--- src/rtl/hazard_pkg.sv ---
// Shared encodings for the hazard unit: forward-select codes, scoreboard
// state enum and the default register-index width.
package hazard_pkg;

  localparam int REG_W_DEF = 5;

  typedef enum logic [1:0] {
    FWD_RF = 2'b00,
    FWD_W  = 2'b01,
    FWD_M  = 2'b10
  } fwdSelT;

  typedef enum logic {
    SB_IDLE = 1'b0,
    SB_BUSY = 1'b1
  } sbStateT;

endpackage

--- src/rtl/hazard_scoreboard_if.sv ---
// Pipeline-side signal bundle for hazard_scoreboard.
// Optional perf-counter outputs appear when HAZARD_PERF_EN is defined.
interface hazard_scoreboard_if #(
  parameter int REG_W = 5,
  parameter int LAT_W = 4
);
  logic [REG_W-1:0] rs_d, rt_d;
  logic             branch_d, mc_op_d;
  logic [REG_W-1:0] rs_e, rt_e;
  logic [REG_W-1:0] wreg_e, wreg_m, wreg_w;
  logic             regwrite_e, regwrite_m, regwrite_w;
  logic             memtoreg_e, memtoreg_m;
  logic             mc_issue_e;
  logic [LAT_W-1:0] mc_lat_e;
  logic [REG_W-1:0] mc_dst_e;

  logic [1:0]       fwd_a_e, fwd_b_e;
  logic             fwd_a_d, fwd_b_d;
  logic             stall_f, stall_d, flush_e;
  logic             mc_busy, mc_wb;
  logic [REG_W-1:0] mc_wb_reg;
`ifdef HAZARD_PERF_EN
  logic [31:0]      stall_cycles, mc_stall_cycles;
`endif

  modport master (
    output rs_d, rt_d, branch_d, mc_op_d, rs_e, rt_e,
           wreg_e, wreg_m, wreg_w, regwrite_e, regwrite_m, regwrite_w,
           memtoreg_e, memtoreg_m, mc_issue_e, mc_lat_e, mc_dst_e,
    input  fwd_a_e, fwd_b_e, fwd_a_d, fwd_b_d, stall_f, stall_d, flush_e,
           mc_busy, mc_wb, mc_wb_reg
`ifdef HAZARD_PERF_EN
           , stall_cycles, mc_stall_cycles
`endif
  );

  modport slave (
    input  rs_d, rt_d, branch_d, mc_op_d, rs_e, rt_e,
           wreg_e, wreg_m, wreg_w, regwrite_e, regwrite_m, regwrite_w,
           memtoreg_e, memtoreg_m, mc_issue_e, mc_lat_e, mc_dst_e,
    output fwd_a_e, fwd_b_e, fwd_a_d, fwd_b_d, stall_f, stall_d, flush_e,
           mc_busy, mc_wb, mc_wb_reg
`ifdef HAZARD_PERF_EN
           , stall_cycles, mc_stall_cycles
`endif
  );
endinterface

--- src/rtl/mc_scoreboard.sv ---
// Scoreboard for the single variable-latency multi-cycle unit.
//
//   state   | meaning
//   SB_IDLE | no multi-cycle op outstanding, accepts an issue
//   SB_BUSY | op in flight; cnt counts down, writeback when cnt==1
module mc_scoreboard
  import hazard_pkg::*;
#(
  parameter int REG_W   = REG_W_DEF,
  parameter int MAX_LAT = 8,
  parameter int LAT_W   = $clog2(MAX_LAT + 1)
) (
  input  logic             clk,
  input  logic             rst_n,
  input  logic             mcIssue,
  input  logic [LAT_W-1:0] mcLat,
  input  logic [REG_W-1:0] mcDstIn,
  output logic             mcBusy,
  output logic             mcWb,
  output logic [REG_W-1:0] mcDst
);

  sbStateT          state, stateNxt;
  logic [LAT_W-1:0] cnt, cntNxt, loadVal;
  logic [REG_W-1:0] dstNxt;

  // Latency 0 still needs one cycle; anything beyond MAX_LAT saturates.
  always_comb begin
    loadVal = mcLat;
    if (mcLat == '0)
      loadVal = LAT_W'(1);
    else if (mcLat > LAT_W'(MAX_LAT))
      loadVal = LAT_W'(MAX_LAT);
  end

  // State, down-counter and destination register.
  always_ff @(posedge clk or negedge rst_n) begin
    if (!rst_n) begin
      state <= SB_IDLE;
      cnt   <= '0;
      mcDst <= '0;
    end else begin
      state <= stateNxt;
      cnt   <= cntNxt;
      mcDst <= dstNxt;
    end
  end

  // Next-state and writeback strobe; an issue while busy is ignored.
  always_comb begin
    stateNxt = state;
    cntNxt   = cnt;
    dstNxt   = mcDst;
    mcWb     = 1'b0;
    case (state)
      SB_IDLE: begin
        if (mcIssue) begin
          stateNxt = SB_BUSY;
          cntNxt   = loadVal;
          dstNxt   = mcDstIn;
        end
      end
      SB_BUSY: begin
        cntNxt = cnt - LAT_W'(1);
        if (cnt == LAT_W'(1)) begin
          mcWb     = 1'b1;
          stateNxt = SB_IDLE;
        end
      end
      default: stateNxt = SB_IDLE;
    endcase
  end

  assign mcBusy = (state == SB_BUSY);

endmodule

--- src/rtl/hazard_scoreboard.sv ---
// Hazard unit: EX and branch forwarding, load-use/branch/multi-cycle stalls.
// Define HAZARD_PERF_EN to add the stall_cycles / mc_stall_cycles counters.
module hazard_scoreboard
  import hazard_pkg::*;
#(
  parameter int REG_W   = REG_W_DEF,
  parameter int MAX_LAT = 8,
  parameter int LAT_W   = $clog2(MAX_LAT + 1)
) (
  input  logic               clk,
  input  logic               rst_n,
  hazard_scoreboard_if.slave hz
);

  logic             mcBusy, mcWb;
  logic [REG_W-1:0] mcDst;
  logic             lwStall, brStall, sbStall, stStall, stall;

  // Register 0 is hard-wired, so it never creates a dependency.
  function automatic logic regHit(input logic [REG_W-1:0] a, input logic [REG_W-1:0] b);
    return (a != '0) && (a == b);
  endfunction

  function automatic logic srcHit(input logic [REG_W-1:0] dst, input logic [REG_W-1:0] s0,
                                  input logic [REG_W-1:0] s1);
    return regHit(dst, s0) || regHit(dst, s1);
  endfunction

  mc_scoreboard #(
    .REG_W  (REG_W),
    .MAX_LAT(MAX_LAT),
    .LAT_W  (LAT_W)
  ) uScoreboard (
    .clk    (clk),
    .rst_n  (rst_n),
    .mcIssue(hz.mc_issue_e),
    .mcLat  (hz.mc_lat_e),
    .mcDstIn(hz.mc_dst_e),
    .mcBusy (mcBusy),
    .mcWb   (mcWb),
    .mcDst  (mcDst)
  );

  // E-stage operand forwarding, M result has priority over W.
  always_comb begin
    hz.fwd_a_e = FWD_RF;
    hz.fwd_b_e = FWD_RF;
    if (hz.regwrite_m && regHit(hz.wreg_m, hz.rs_e))      hz.fwd_a_e = FWD_M;
    else if (hz.regwrite_w && regHit(hz.wreg_w, hz.rs_e)) hz.fwd_a_e = FWD_W;
    if (hz.regwrite_m && regHit(hz.wreg_m, hz.rt_e))      hz.fwd_b_e = FWD_M;
    else if (hz.regwrite_w && regHit(hz.wreg_w, hz.rt_e)) hz.fwd_b_e = FWD_W;
  end

  // Branch-compare forwarding and the four stall sources.
  always_comb begin
    hz.fwd_a_d = hz.branch_d && hz.regwrite_m && regHit(hz.wreg_m, hz.rs_d);
    hz.fwd_b_d = hz.branch_d && hz.regwrite_m && regHit(hz.wreg_m, hz.rt_d);
    lwStall = hz.memtoreg_e && hz.regwrite_e && srcHit(hz.wreg_e, hz.rs_d, hz.rt_d);
    brStall = hz.branch_d &&
              ((hz.regwrite_e && srcHit(hz.wreg_e, hz.rs_d, hz.rt_d)) ||
               (hz.memtoreg_m && srcHit(hz.wreg_m, hz.rs_d, hz.rt_d)));
    sbStall = (mcBusy && srcHit(mcDst, hz.rs_d, hz.rt_d)) ||
              (hz.mc_issue_e && srcHit(hz.mc_dst_e, hz.rs_d, hz.rt_d));
    stStall = hz.mc_op_d && (mcBusy || hz.mc_issue_e);
    stall   = lwStall || brStall || sbStall || stStall;
  end

  assign hz.stall_f   = stall;
  assign hz.stall_d   = stall;
  assign hz.flush_e   = stall;
  assign hz.mc_busy   = mcBusy;
  assign hz.mc_wb     = mcWb;
  assign hz.mc_wb_reg = mcDst;

`ifdef HAZARD_PERF_EN
  logic [31:0] stallCnt, mcStallCnt;

  // Saturating counters of total and multi-cycle-induced stall cycles.
  always_ff @(posedge clk or negedge rst_n) begin
    if (!rst_n) begin
      stallCnt   <= '0;
      mcStallCnt <= '0;
    end else begin
      if (stall && (stallCnt != '1))
        stallCnt <= stallCnt + 32'd1;
      if ((sbStall || stStall) && (mcStallCnt != '1))
        mcStallCnt <= mcStallCnt + 32'd1;
    end
  end

  assign hz.stall_cycles    = stallCnt;
  assign hz.mc_stall_cycles = mcStallCnt;
`endif

endmodule

--- src/flat_wrapper.sv ---
// flat-port wrapper written by rule: the top's interface ports become plain ports
module hazard_scoreboard_flat import hazard_pkg::*;
#(
  parameter int REG_W   = REG_W_DEF,
  parameter int MAX_LAT = 8,
  parameter int LAT_W   = $clog2(MAX_LAT + 1)
)
  (clk, rst_n, hz_rs_d, hz_rt_d, hz_branch_d, hz_mc_op_d, hz_rs_e, hz_rt_e, hz_wreg_e, hz_wreg_m, hz_wreg_w, hz_regwrite_e, hz_regwrite_m, hz_regwrite_w, hz_memtoreg_e, hz_memtoreg_m, hz_mc_issue_e, hz_mc_lat_e, hz_mc_dst_e, hz_fwd_a_e, hz_fwd_b_e, hz_fwd_a_d, hz_fwd_b_d, hz_stall_f, hz_stall_d, hz_flush_e, hz_mc_busy, hz_mc_wb, hz_mc_wb_reg);
  hazard_scoreboard_if #(.REG_W(REG_W), .LAT_W(LAT_W)) hz_i ();
  input  logic clk;
  input  logic rst_n;
  input wire logic [$bits(hz_i.rs_d)-1:0] hz_rs_d;
  input wire logic [$bits(hz_i.rt_d)-1:0] hz_rt_d;
  input wire logic [$bits(hz_i.branch_d)-1:0] hz_branch_d;
  input wire logic [$bits(hz_i.mc_op_d)-1:0] hz_mc_op_d;
  input wire logic [$bits(hz_i.rs_e)-1:0] hz_rs_e;
  input wire logic [$bits(hz_i.rt_e)-1:0] hz_rt_e;
  input wire logic [$bits(hz_i.wreg_e)-1:0] hz_wreg_e;
  input wire logic [$bits(hz_i.wreg_m)-1:0] hz_wreg_m;
  input wire logic [$bits(hz_i.wreg_w)-1:0] hz_wreg_w;
  input wire logic [$bits(hz_i.regwrite_e)-1:0] hz_regwrite_e;
  input wire logic [$bits(hz_i.regwrite_m)-1:0] hz_regwrite_m;
  input wire logic [$bits(hz_i.regwrite_w)-1:0] hz_regwrite_w;
  input wire logic [$bits(hz_i.memtoreg_e)-1:0] hz_memtoreg_e;
  input wire logic [$bits(hz_i.memtoreg_m)-1:0] hz_memtoreg_m;
  input wire logic [$bits(hz_i.mc_issue_e)-1:0] hz_mc_issue_e;
  input wire logic [$bits(hz_i.mc_lat_e)-1:0] hz_mc_lat_e;
  input wire logic [$bits(hz_i.mc_dst_e)-1:0] hz_mc_dst_e;
  output wire logic [$bits(hz_i.fwd_a_e)-1:0] hz_fwd_a_e;
  output wire logic [$bits(hz_i.fwd_b_e)-1:0] hz_fwd_b_e;
  output wire logic [$bits(hz_i.fwd_a_d)-1:0] hz_fwd_a_d;
  output wire logic [$bits(hz_i.fwd_b_d)-1:0] hz_fwd_b_d;
  output wire logic [$bits(hz_i.stall_f)-1:0] hz_stall_f;
  output wire logic [$bits(hz_i.stall_d)-1:0] hz_stall_d;
  output wire logic [$bits(hz_i.flush_e)-1:0] hz_flush_e;
  output wire logic [$bits(hz_i.mc_busy)-1:0] hz_mc_busy;
  output wire logic [$bits(hz_i.mc_wb)-1:0] hz_mc_wb;
  output wire logic [$bits(hz_i.mc_wb_reg)-1:0] hz_mc_wb_reg;
  assign hz_i.rs_d = hz_rs_d;
  assign hz_i.rt_d = hz_rt_d;
  assign hz_i.branch_d = hz_branch_d;
  assign hz_i.mc_op_d = hz_mc_op_d;
  assign hz_i.rs_e = hz_rs_e;
  assign hz_i.rt_e = hz_rt_e;
  assign hz_i.wreg_e = hz_wreg_e;
  assign hz_i.wreg_m = hz_wreg_m;
  assign hz_i.wreg_w = hz_wreg_w;
  assign hz_i.regwrite_e = hz_regwrite_e;
  assign hz_i.regwrite_m = hz_regwrite_m;
  assign hz_i.regwrite_w = hz_regwrite_w;
  assign hz_i.memtoreg_e = hz_memtoreg_e;
  assign hz_i.memtoreg_m = hz_memtoreg_m;
  assign hz_i.mc_issue_e = hz_mc_issue_e;
  assign hz_i.mc_lat_e = hz_mc_lat_e;
  assign hz_i.mc_dst_e = hz_mc_dst_e;
  assign hz_fwd_a_e = hz_i.fwd_a_e;
  assign hz_fwd_b_e = hz_i.fwd_b_e;
  assign hz_fwd_a_d = hz_i.fwd_a_d;
  assign hz_fwd_b_d = hz_i.fwd_b_d;
  assign hz_stall_f = hz_i.stall_f;
  assign hz_stall_d = hz_i.stall_d;
  assign hz_flush_e = hz_i.flush_e;
  assign hz_mc_busy = hz_i.mc_busy;
  assign hz_mc_wb = hz_i.mc_wb;
  assign hz_mc_wb_reg = hz_i.mc_wb_reg;
  hazard_scoreboard #(.REG_W(REG_W), .MAX_LAT(MAX_LAT), .LAT_W(LAT_W)) u_core (.clk(clk), .rst_n(rst_n), .hz(hz_i));
endmodule
--- config.mk ---
export PLATFORM = sky130hd
export DESIGN_NAME = hazard_scoreboard_flat
export DESIGN_NICKNAME = d
export VERILOG_FILES = /design/src/rtl/hazard_pkg.sv /design/src/rtl/hazard_scoreboard_if.sv /design/src/rtl/mc_scoreboard.sv /design/src/rtl/hazard_scoreboard.sv /design/src/flat_wrapper.sv
export SDC_FILE = /design/constraint.sdc
export NUM_CORES = 1
export LEC_CHECK = 0
export CORE_MARGIN = 8
export CORE_UTILIZATION = 43
export DETAILED_ROUTE_END_ITERATION = 7
export GPL_TIMING_DRIVEN = 0
export MAX_ROUTING_LAYER = met4
export PLACE_DENSITY = 0.85
export SLEW_MARGIN = 20
export SYNTH_ARGS = -nofsm -noshare
export SYNTH_HDL_FRONTEND = slang
export SYNTH_SLANG_ARGS = --single-unit
--- constraint.sdc ---
create_clock -name clk -period 5.05 [get_ports clk]
set_input_delay 1.01 -clock clk [delete_from_list [all_inputs] [get_ports clk]]
set_output_delay 1.01 -clock clk [all_outputs]
set_load 0.03 [all_outputs]
; After elaboration in Yosys (flattened, before gate mapping)
; Cells that the tools add are included.
; Widths: inputs -> output; s select.
[classes]
addsub = 1
n_lt_le_gt_ge = 1
eq_ne = 14
n_mux = 13
bitwise_logic = 1
n_reduce_logical = 44
[ops]
columns = operator, n
row1 = $eq 5x5->1, 12
row2 = $logic_and 1x1->1, 27
row3 = $reduce_bool 5->1, 5
row4 = $mux 4, 3
row5 = $logic_or 1x1->1, 10
row6 = $pmux 4 s2, 1
row7 = $mux 1, 6
row8 = $eq 4x1->1 const B, 1
row9 = $gt 4x4->1 const B, 1
row10 = $logic_not 4->1, 1
row11 = $mux 2, 2
row12 = $sub 4x1->4 const B, 1
row13 = $ne 2x2->1 const B, 1
row14 = $pmux 1 s2, 1
row15 = $reduce_and 2->1, 1
row16 = $not 1->1, 1
[word_totals]
ff_bits = 10
in_bits = 54
elab_cells = 77

; Depth between registers and ports, before layout
[depth]
word_depth = 9
ltp_mapped = 8
ltp_nobuf = 6

; Hierarchy
; A second synthesis with hierarchy kept.
[hier_totals]
hier_cells = 156
area_unflattened_um2 = 1341.3
[modules_own_cells]
columns = mod, instances, cells_each, area_each_um2, seq_area_each_um2
row1 = hazard_scoreboard, 1, 112, 815.8, 0.0
row2 = mc_scoreboard, 1, 44, 525.5, 250.2

; Worst setup path after synthesis
; No wires, ideal clock.
[synth_timing]
path_type = input-to-output
startpoint = input hz_wreg_m[1]
endpoint = output hz_fwd_a_e[0]
arrival_ps = 2882
setup_slack_ps = 1158
stages = 6
path_cell_list = buf_2 -> nor3_1 -> nand2_1 -> nand2_1 -> nor4_1 -> nor4_1
[synth_between]
elab_chain_cells = 4
elab_cells_between_ends = 5
cone_classes = eq/ne: 1 / mux: 1 / reduce/logical: 3
[synth_lines]
columns = item, line_no
row1 = start: declaration, flat_wrapper.sv:19  ; input wire logic [$bits(hz_i.wreg_m)-1:0] hz_wreg_m;
row2 = $eq 5x5->1 / $reduce_bool 5->1 (equally long branches), hazard_scoreboard.sv:21  ; return (a != '0) && (a == b);
row3 = $logic_and 1x1->1 (*), hazard_scoreboard.sv:21
row4 = $logic_and 1x1->1 (*), hazard_scoreboard.sv:48  ; if (hz.regwrite_m && regHit(hz.wreg_m, hz.rs_e)) hz.fwd_a_e = FWD_M;
row5 = $mux 2 (*), hazard_scoreboard.sv:48
row6 = end: declaration, flat_wrapper.sv:29  ; output wire logic [$bits(hz_i.fwd_a_e)-1:0] hz_fwd_a_e;
; Every way passes the cells marked *; elsewhere a longest branch is shown, timed or not.

; Worst setup path in the final report
[layout_timing]
startpoint = input hz_rs_d[0]
endpoint = output hz_stall_f
[layout_between]
elab_chain_cells = 9
elab_cells_between_ends = 23
cone_classes = eq/ne: 4 / reduce/logical: 19
[layout_lines]
columns = item, line_no
row1 = start: declaration, flat_wrapper.sv:12  ; input wire logic [$bits(hz_i.rs_d)-1:0] hz_rs_d;
row2 = $eq 5x5->1, hazard_scoreboard.sv:21
row3 = $logic_and 1x1->1, hazard_scoreboard.sv:21
row4 = $logic_or 1x1->1, hazard_scoreboard.sv:26  ; return regHit(dst, s0) || regHit(dst, s1);
row5 = "$logic_and 1x1->1, on equally long branches", "hazard_scoreboard.sv:60, hazard_scoreboard.sv:61"
row6 = $logic_or 1x1->1, hazard_scoreboard.sv:60  ; ((hz.regwrite_e && srcHit(hz.wreg_e, hz.rs_d, hz.rt_d)) ||
row7 = $logic_and 1x1->1, hazard_scoreboard.sv:59  ; brStall = hz.branch_d &&
row8 = $logic_or 1x1->1, hazard_scoreboard.sv:65  ; stall = lwStall || brStall || sbStall || stStall;
row9 = $logic_or 1x1->1 (*) (2 in a row), hazard_scoreboard.sv:65
row10 = end: declaration, flat_wrapper.sv:33  ; output wire logic [$bits(hz_i.stall_f)-1:0] hz_stall_f;
; Marked as above.

==> results.toml <==
[status]
outcome = "completed"

[die]
start_util_pct = 44.1
core-area_sq_um = 2980
rows = 20
die_w_um = 71.3
ios = 70
dieHeight_um = 71.3
die-area_sq_um = 5080

[power]
p_per_area_nw_per_um2 = 319
p_leak_uw = 0.000761
p_total_uw = 638
peakVddDrop_v = 0.000324

[drt]
top_layer_used = "met4"
totalWireLength_um = 4270
final_antenna_net_count = 0
met3_length_um = 190
wl_met1_um = 1940
drt-vias-per-instance = 5.34
drc = 0
routedWlPerCell_um = 16.7
wl_met2_um = 2070
drtIter0Drc = 73
first_pass_iters = 4
vias = 1362

[clocking]
clk_latency_ns = 0.27
cts_hold_buf = 0
cts_buffer_depth = 2
cts_buffers = 3
cts_tree = "done"
cts.sinks = 10
cts-root-buf = "clkbuf_4"
clkTransAtPathRegs_ns = 0.06
ctsResizeCount = 0
htree_levels = 1
post_cts_buffers = 0

[timing]
tightest_slew_ns = 0.469
setup_violations = 0
slew_viol_final = 0
hold_violations = 0
rsz0062_at_grt = "no"
finalCritPeriodShare_pct = 89.5
max_freq_ghz = 0.221
period_needed_ns = 4.52
hold_ws_ns = 0.528
slew_headroom_pct = 68.7
finClkSkew_ns = 0.00715
tns_ns = 0

[setup_path]
r2r_slack_ns = 3.72
crit_required_ns = 4.04
crit_chain = "clkdlybuf4s50_1, xor2_1, nor3_1, nand3_1, a21oi_1, a21oi_1, o2111ai_1, buf_4, clkdlybuf4s50_1"
endpoint_kind = "output port"
crit_fanout = 4
crit_path_start = "hz_rs_d[0]"
critPathCapture = "hz_stall_f"
max_stage_delay_ns = 0.66
arrival_ns = 3.51
rr_endpoint = "u_core.uScoreboard.mcDst[3]"
r2r-start = "u_core.uScoreboard.mcBusy"
crit_path_start_kind = "input pin"
ff2ff_path_depth = 3
slowest_stage = "clkdlybuf4s50_1"
critical_path_class = "in -> out"

[placed_design]
dpl.hpwl_um = 3540
gp_congestion = 0.855
io_buffers = 62

[final_layout]
antennaDiodeCount = 0
drive_above_1_share_pct = 8.11
fin_util_pct = 67.1
syn_to_final_growth_pct = 52.1
num-nets-final = 280
final_cell_mix = "62 x clkdlybuf4s50_1, 35 x xor2_1, 26 x xnor2_1"
layout_commonest_cell = "clkdlybuf4s50_1"

[worst_hold_path]
hp-class = "reg -> reg"

[yosys]
seq_area_frac_synth_pct = 19.0
synth-seq-cells = 10
yosys_warnings = 0
async_flop_share_pct = 100
synth_area_sq_um = 1310
synth-edff-count = 0
synthFlopType = "dfrtp_1"
synth_nets = 213
yosysUniqueCellTypes = 30
syn-mean-instance-area_sq_um = 8.37
syn_inst = 157

[global_routing]
overflow = 0
grt_max_degree = 11
grt_first_pass_wirelength_um = 7000
antenna_found_initial = 0
grt_usage_pct = 17.5
grt_pass1_vias = 1406

[job]
maxCapViolCount = 0
[power by group]
group | switching (uW) | internal, uW | total [uW]
clock network | 26.7 | 27.5 | 54.3
registers | 55.8 | 122 | 178
logic | 198 | 208 | 406
[cell type report]
type,count,area (sq um)
plain buffers,11,66.3
clock buffers,3,22.5
fillers,250,980
inverters,4,15.0
multi-input cells,132,982
flip-flops and latches,10,250
well taps,33,41.3
repair buffers,62,621
[synth_stat cells, drive strengths merged, types with 2 or more instances]
| master | instances | area (sq um) |
|---|---|---|
| a311oi | 2 | 17.5 |
| xor2 | 35 | 307 |
| dfrtp | 10 | 250 |
| ha | 2 | 25.0 |
| xnor2 | 26 | 228 |
| a21oi | 5 | 25.0 |
| o21ai | 4 | 20.0 |
| inv | 4 | 15.0 |
| nand2 | 5 | 18.8 |
| or4 | 6 | 46.3 |
| nor3 | 10 | 50.1 |
| nor2 | 7 | 26.3 |
| buf | 9 | 58.8 |
| clkbuf | 2 | 7.51 |
| nor4 | 4 | 25.0 |
| nand3 | 11 | 55.1 |
| o221ai | 2 | 17.5 |
| mux2 | 5 | 56.3 |
[critical path: cells and delay by family]
kind            cells  cell delay, ns
buf+inv             3            1.37
compound gates      3            0.57
simple gates        2            0.34
xor+xnor            1            0.22
[flip-flops by register name, summed over array words and instances, names as in the netlist]
| signal | flops |
|---|---|
| u_core.uScoreboard.cnt | 4 |
| u_core.uScoreboard.mcBusy | 1 |
| u_core.uScoreboard.mcDst | 5 |
[worst min path at each step]
stage                                    startpoint                         to  cells past startpoint
after detailed placement  u_core.uScoreboard.cnt[0]  u_core.uScoreboard.cnt[0]                      1
final                     u_core.uScoreboard.cnt[0]  u_core.uScoreboard.cnt[0]                      1
after global placement    u_core.uScoreboard.cnt[0]  u_core.uScoreboard.cnt[0]                      1
after CTS                 u_core.uScoreboard.cnt[0]  u_core.uScoreboard.cnt[0]                      1
after floorplan           u_core.uScoreboard.cnt[0]  u_core.uScoreboard.cnt[0]                      1
after global routing      u_core.uScoreboard.cnt[0]  u_core.uScoreboard.cnt[0]                      1
[per-layer routing]
metal	vias to the layer above	track usage, %
met5	-	-
met4	0	7.39
met3	7	2.65
met2	47	28.7
met1	635	20.7
li1	673	-
[cell families after synthesis]
| kind of cell | after synthesis | synth area share (%) |
|---|---|---|
| XOR/XNOR | 61 | 40.7 |
| adder cells (fa/ha/maj) | 2 | 1.90 |
| AO/OA/AOI/OAI | 18 | 9.05 |
| multiplexers | 6 | 5.05 |
| AND/OR/NAND/NOR | 45 | 18.1 |
| buffers and inverters | 15 | 6.19 |
| flip-flops | 10 | 19.0 |
[per-stage QoR]
step	setup slack, ns	cells	cell area (sq um)
2_1_floorplan	1.16	157	1310
3_3_place_gp	0.548	252	1980
3_5_place_dp	0.547	252	1980
4_1_cts	0.533	255	2000
5_1_grt	0.331	255	2000
6_report	0.532	255	2000
Note: power is estimated with default switching activity, not from simulation.
